## src/rtl/ex_mem_pipe_reg.sv

```systemverilog
// EX/MEM pipeline register: captures execute results for the memory stage,
// inserts load-use bubbles, freezes on memory stalls and drains after HALT.
module ex_mem_pipe_reg #(
    parameter int DW = 16,
    parameter int CW = 16
) (
    input  logic          clk,
    input  logic          rst_n,
    input  logic          mem_stall,
    input  logic          exex_stall,
    input  logic          valid_ex,
    input  logic [DW-1:0] instr_ex,
    input  logic [DW-1:0] pc2_ex,
    input  logic [DW-1:0] ALUOut_ex,
    input  logic [DW-1:0] WriteData_ex,
    input  logic [1:0]    RegDst_ex,
    input  logic          RegWrite_ex,
    input  logic          DMemEn_ex,
    input  logic          DMemWrite_ex,
    input  logic          MemtoReg_ex,
    input  logic          Halt_ex,
    output logic          valid_exmem,
    output logic [DW-1:0] instr_exmem,
    output logic [DW-1:0] pc2_exmem,
    output logic [DW-1:0] ALUOut_exmem,
    output logic [DW-1:0] WriteData_exmem,
    output logic [1:0]    RegDst_exmem,
    output logic          RegWrite_exmem,
    output logic          DMemEn_exmem,
    output logic          DMemWrite_exmem,
    output logic          MemtoReg_exmem,
    output logic          Halt_exmem,
    output logic          hold_upstream,
    output logic          halted,
    output logic [CW-1:0] bubble_cnt
);

    localparam logic [DW-1:0] NOP = DW'(16'h0800);

    logic          valid_reg;
    logic [DW-1:0] instr_reg;
    logic [DW-1:0] pc2_reg;
    logic [DW-1:0] alu_out_reg;
    logic [DW-1:0] write_data_reg;
    logic [1:0]    reg_dst_reg;
    logic          reg_write_reg;
    logic          dmem_en_reg;
    logic          dmem_write_reg;
    logic          mem_to_reg_reg;
    logic          halt_reg;
    logic          halted_reg;
    logic [CW-1:0] bubble_cnt_reg;

    always_ff @(posedge clk or negedge rst_n) begin
        if (!rst_n) begin
            valid_reg      <= 1'b0;
            instr_reg      <= NOP;
            pc2_reg        <= '0;
            alu_out_reg    <= '0;
            write_data_reg <= '0;
            reg_dst_reg    <= 2'b00;
            reg_write_reg  <= 1'b0;
            dmem_en_reg    <= 1'b0;
            dmem_write_reg <= 1'b0;
            mem_to_reg_reg <= 1'b0;
            halt_reg       <= 1'b0;
            halted_reg     <= 1'b0;
            bubble_cnt_reg <= '0;
        end else if (mem_stall) begin
            // Frozen: every register, including the bubble counter, holds.
        end else if (halted_reg || exex_stall) begin
            valid_reg      <= 1'b0;
            instr_reg      <= NOP;
            pc2_reg        <= '0;
            alu_out_reg    <= '0;
            write_data_reg <= '0;
            reg_dst_reg    <= 2'b00;
            reg_write_reg  <= 1'b0;
            dmem_en_reg    <= 1'b0;
            dmem_write_reg <= 1'b0;
            mem_to_reg_reg <= 1'b0;
            halt_reg       <= 1'b0;
            // Drain bubbles after HALT are not load-use bubbles, so only count the latter.
            if (!halted_reg && (bubble_cnt_reg != '1))
                bubble_cnt_reg <= bubble_cnt_reg + 1'b1;
        end else begin
            valid_reg      <= valid_ex;
            instr_reg      <= instr_ex;
            pc2_reg        <= pc2_ex;
            alu_out_reg    <= ALUOut_ex;
            write_data_reg <= WriteData_ex;
            reg_dst_reg    <= RegDst_ex;
            reg_write_reg  <= valid_ex & RegWrite_ex;
            dmem_en_reg    <= valid_ex & DMemEn_ex;
            // A write strobe without its enable would confuse the memory, so drop it.
            dmem_write_reg <= valid_ex & DMemEn_ex & DMemWrite_ex;
            mem_to_reg_reg <= valid_ex & MemtoReg_ex;
            halt_reg       <= valid_ex & Halt_ex;
            if (valid_ex && Halt_ex)
                halted_reg <= 1'b1;
        end
    end

    assign hold_upstream   = mem_stall | exex_stall;
    assign valid_exmem     = valid_reg;
    assign instr_exmem     = instr_reg;
    assign pc2_exmem       = pc2_reg;
    assign ALUOut_exmem    = alu_out_reg;
    assign WriteData_exmem = write_data_reg;
    assign RegDst_exmem    = reg_dst_reg;
    assign RegWrite_exmem  = reg_write_reg;
    assign DMemEn_exmem    = dmem_en_reg;
    assign DMemWrite_exmem = dmem_write_reg;
    assign MemtoReg_exmem  = mem_to_reg_reg;
    assign Halt_exmem      = halt_reg;
    assign halted          = halted_reg;
    assign bubble_cnt      = bubble_cnt_reg;

endmodule

```

## config.mk

```make
export PLATFORM = sky130hd
export DESIGN_NAME = ex_mem_pipe_reg
export DESIGN_NICKNAME = d
export VERILOG_FILES = /design/src/rtl/ex_mem_pipe_reg.sv
export SDC_FILE = /design/constraint.sdc
export NUM_CORES = 1
export LEC_CHECK = 0
export BUFFER_PORTS_ARGS = -buffer_cell sky130_fd_sc_hd__buf_2
export CORE_ASPECT_RATIO = 1.1
export CORE_MARGIN = 10
export CORE_UTILIZATION = 46
export DETAILED_ROUTE_END_ITERATION = 6
export GPL_ROUTABILITY_DRIVEN = 0
export PLACE_DENSITY = 0.77
export SLEW_MARGIN = 15
export SYNTH_ARGS = -nofsm -noshare
export SYNTH_HDL_FRONTEND = slang
export SYNTH_SLANG_ARGS = --single-unit
```

## constraint.sdc

```tcl
create_clock -name clk -period 2.8 [get_ports clk]
set_clock_uncertainty 0.1 [all_clocks]
set_input_delay 0.14 -clock clk [delete_from_list [all_inputs] [get_ports clk]]
set_output_delay 0.14 -clock clk [all_outputs]
set_load 0.01 [all_outputs]
```

==> reports/results.tsv <==
stage	metric	value	unit
run_status	status	completed	
pwr	p_per_area	512	nW/µm²
floorplan	die_w	103	µm
setup_path	worstPathCellList	dlygate4sd3_1, buf_2, or2_2, nor2_4, buf_4, nand4_1, dlygate4sd3_1, nand2_1	
yosys	syn_nets	327	
flow_run	cap_violations	0	
setup_path	end_kind	flop	
yosys	yosysWarnings	0	
route	first_pass_iters	4	
yosys	synth-seq-cells	89	
setup_path	worst-path-max-fanout	39	
floorplan	io_pins	166	
timing	fmax	444	MHz
place	port_buffers	165	
place	place_area	4330	µm²
setup_path	path_common_cell	dlygate4sd3_1	
timing	slew_viol_final	0	
setup_path	cpMaxStageDelayCell	dlygate4sd3_1	
place	dp_slack	0.751	ns
min_path	hold_class	primary input to flop	
grt	grt-ovfl-total	0	
cells_and_area	drive_gt1_share	39.3	%
setup_path	worstSetupPathType	primary input to flop	
clock_network	insertion_delay	0.35	ns
setup_path	cp-start-kind	primary input	
yosys	syn_inst	250	
yosys	synth_flop_cell	dfrtp_1	
clock_network	post_cts_resized	0	
clock_network	htree_levels	3	
yosys	avgSynthCellArea	13.8	µm²
cells_and_area	nFillCells	515	
setup_path	slowest_delay	0.57	ns
timing	holdWs	0.0302	ns
grt	grtUsageTotal	19.2	%
route	drt-vias-per-instance	5.36	
timing	hold_viol	0	
cells_and_area	stdcell_area	5290	µm²
floorplan	die-area	11400	µm²
grt	grt_pass1_wl	17.5	mm
clock_network	cts_sinks	89	
clock_network	ctsHoldBuffers	74	
pwr	power.leakage	2.79	nW
timing	tightest_slew	0.776	ns
setup_path	crit_buf_inv	4	
clock_network	postCtsSetupBuffers	0	
place	dp_hpwl	6.95	mm
route	totalWireLength	10.8	mm
cells_and_area	regArea	2230	µm²
timing	finalSetupViolCount	0	
yosys	synth_edf_count	0	
route	route.vias.total	3110	
timing	period_share	80.5	%
timing	rsz0062_at_grt	no	
pwr	ir_worst_vdd	311	µV
floorplan	start_util	46.7	%
clock_network	clkTransAtPathRegs	0.09	ns
yosys	async_reset_ff_share	100	%
clock_network	cts_tree	yes	
cells_and_area	multi_input_area	1120	µm²
floorplan	std_cell_rows	33	
cells_and_area	nets	563	
setup_path	crit_required	2.98	ns
yosys	synth_area	3450	µm²
route	drt_iter0_markers	164	
clock_network	cts_buffers	9	
yosys	ys_types	38	
floorplan	core	7390	µm²
timing	setup_tns	0	ns
timing	setup_ws	0.546	ns
timing	fin_crit	2.25	ns
route	routedWlPerCell	18.6	µm
setup_path	worst_ep_arrival_time	2.44	ns
setup_path	crit_family	buffers and inverters	
grt	grt_pass1_vias	3420	
grt	antenna_found_initial	2	
floorplan	die_h	111	µm
clock_network	cts_buffer_depth	2	
yosys	seq_area_frac_synth	64.6	%
clock_network	clock-root-buffer	clkbuf_8	
route	drc_errors	0	
cells_and_area	syn2layout_area_growth	53.2	%
timing	slew_headroom	48.3	%
route	final_antenna_net_count	0	
grt	grt_max_degree	90	
-- through the flow --
| step | std cells | power (mW) | util, % |
|---|---|---|---|
| final | 580 | 2.71 | 71.5 |
| after global routing | 580 | 2.83 | 71.5 |
| after CTS | 578 | 2.73 | 71.4 |
| after detailed placement | 488 | 1.73 | 58.6 |
| after global placement | 488 | 1.72 | 58.6 |
| after floorplan | 250 | 1.55 | - |
-- path summary, 6_finish.rpt --
check	endpoint	depth (start not counted)	from	slack, ns
hold / removal	valid_exmem$_DFFE_PN0N_	2	valid_ex	0.03
min in group asynchronous	bubble_cnt[8]$_DFFE_PN0P_	2	rst_n	0.30
hold reg to reg	WriteData_exmem[9]$_DFFE_PN0N_	1	WriteData_exmem[9]$_DFFE_PN0N_	0.41
setup reg to reg	bubble_cnt[1]$_DFFE_PN0P_	5	bubble_cnt[0]$_DFFE_PN0P_	0.71
max in group asynchronous	WriteData_exmem[8]$_DFFE_PN0N_	2	rst_n	1.75
setup / recovery	DMemWrite_exmem$_DFFE_PN0N_	8	exex_stall	0.55
-- placed cells by master (no fill, tap or decap), drive strengths merged, types with 2 or more instances in the layout --
| cell | netlist | routed |
|---|---|---|
| or4 | 3 | 3 |
| a32o | 4 | 4 |
| buf | 9 | 169 |
| nor4 | 4 | 4 |
| nor2 | 5 | 5 |
| dlygate4sd3 | 0 | 74 |
| diode | 0 | 2 |
| a22o | 66 | 66 |
| nand4 | 8 | 8 |
| a21oi | 3 | 3 |
| nand2 | 7 | 7 |
| nand3 | 8 | 8 |
| o21bai | 2 | 2 |
| mux2 | 2 | 2 |
| nand3b | 3 | 3 |
| clkbuf | 9 | 10 |
| nor3 | 3 | 3 |
| dfrtp | 88 | 88 |
| clkinvlp | 0 | 3 |
| inv | 2 | 4 |
| xnor2 | 11 | 11 |
-- power by group --
part           internal, mW  switching (mW)
combinational         0.200           0.174
sequential             1.34          0.0720
clock                 0.446           0.475
total                  1.99           0.720
-- area by class of cell --
type,instances,share of cell area (%)
flip-flops and latches,89,42.1
repair buffers,243,30.3
multi-input cells,141,21.3
clock buffers,10,2.60
well taps,87,2.06
clock inverters,6,1.37
inverters,2,0.142
diodes,2,0.0947
-- worst reg2reg max path: cells and delay by family, from the launching register on --
family,cells,cell delay [ns]
adder cells (fa/ha/maj),1,0.23
AND/OR/NAND/NOR,3,0.90
multiplexers,1,0.30
flip-flops,1,0.45
-- metal layers --
metal  wire [µm]  vias up  share of wire, %  GRT usage, %
met4         276        0               2.6          7.82
met2        5540      135                51          32.4
met3         986       24               9.1          6.42
li1            -     1435                 -             -
met1        3990     1516                37          21.2
met5           0        -                 0             0
-- synthesized netlist by cell type, drive strengths merged, types with 2 or more instances --
cell type / n / area, µm²
dfrtp: 88 / 2200
mux2: 2 / 26.3
nand3b: 3 / 22.5
nor4: 4 / 25.0
nand3: 8 / 52.6
a22o: 66 / 578
a21oi: 3 / 15.0
or4: 3 / 26.3
nand4: 8 / 65.1
nand2: 7 / 26.3
o21bai: 2 / 15.0
nor3: 3 / 15.0
clkbuf: 9 / 37.5
buf: 9 / 57.6
xnor2: 11 / 96.3
nor2: 5 / 21.3
inv: 2 / 7.51
a32o: 4 / 40.0
-- kinds of logic after synthesis --
family | Yosys count | synth area share (%)
flops | 89 | 64.6
simple gates | 47 | 8.52
buf+inv | 20 | 2.97
compound gates | 80 | 20.0
fa+ha+maj | 1 | 0.363
xor+xnor | 11 | 2.79
mux | 2 | 0.761
No activity file was read; power rests on OpenSTA's default activity.
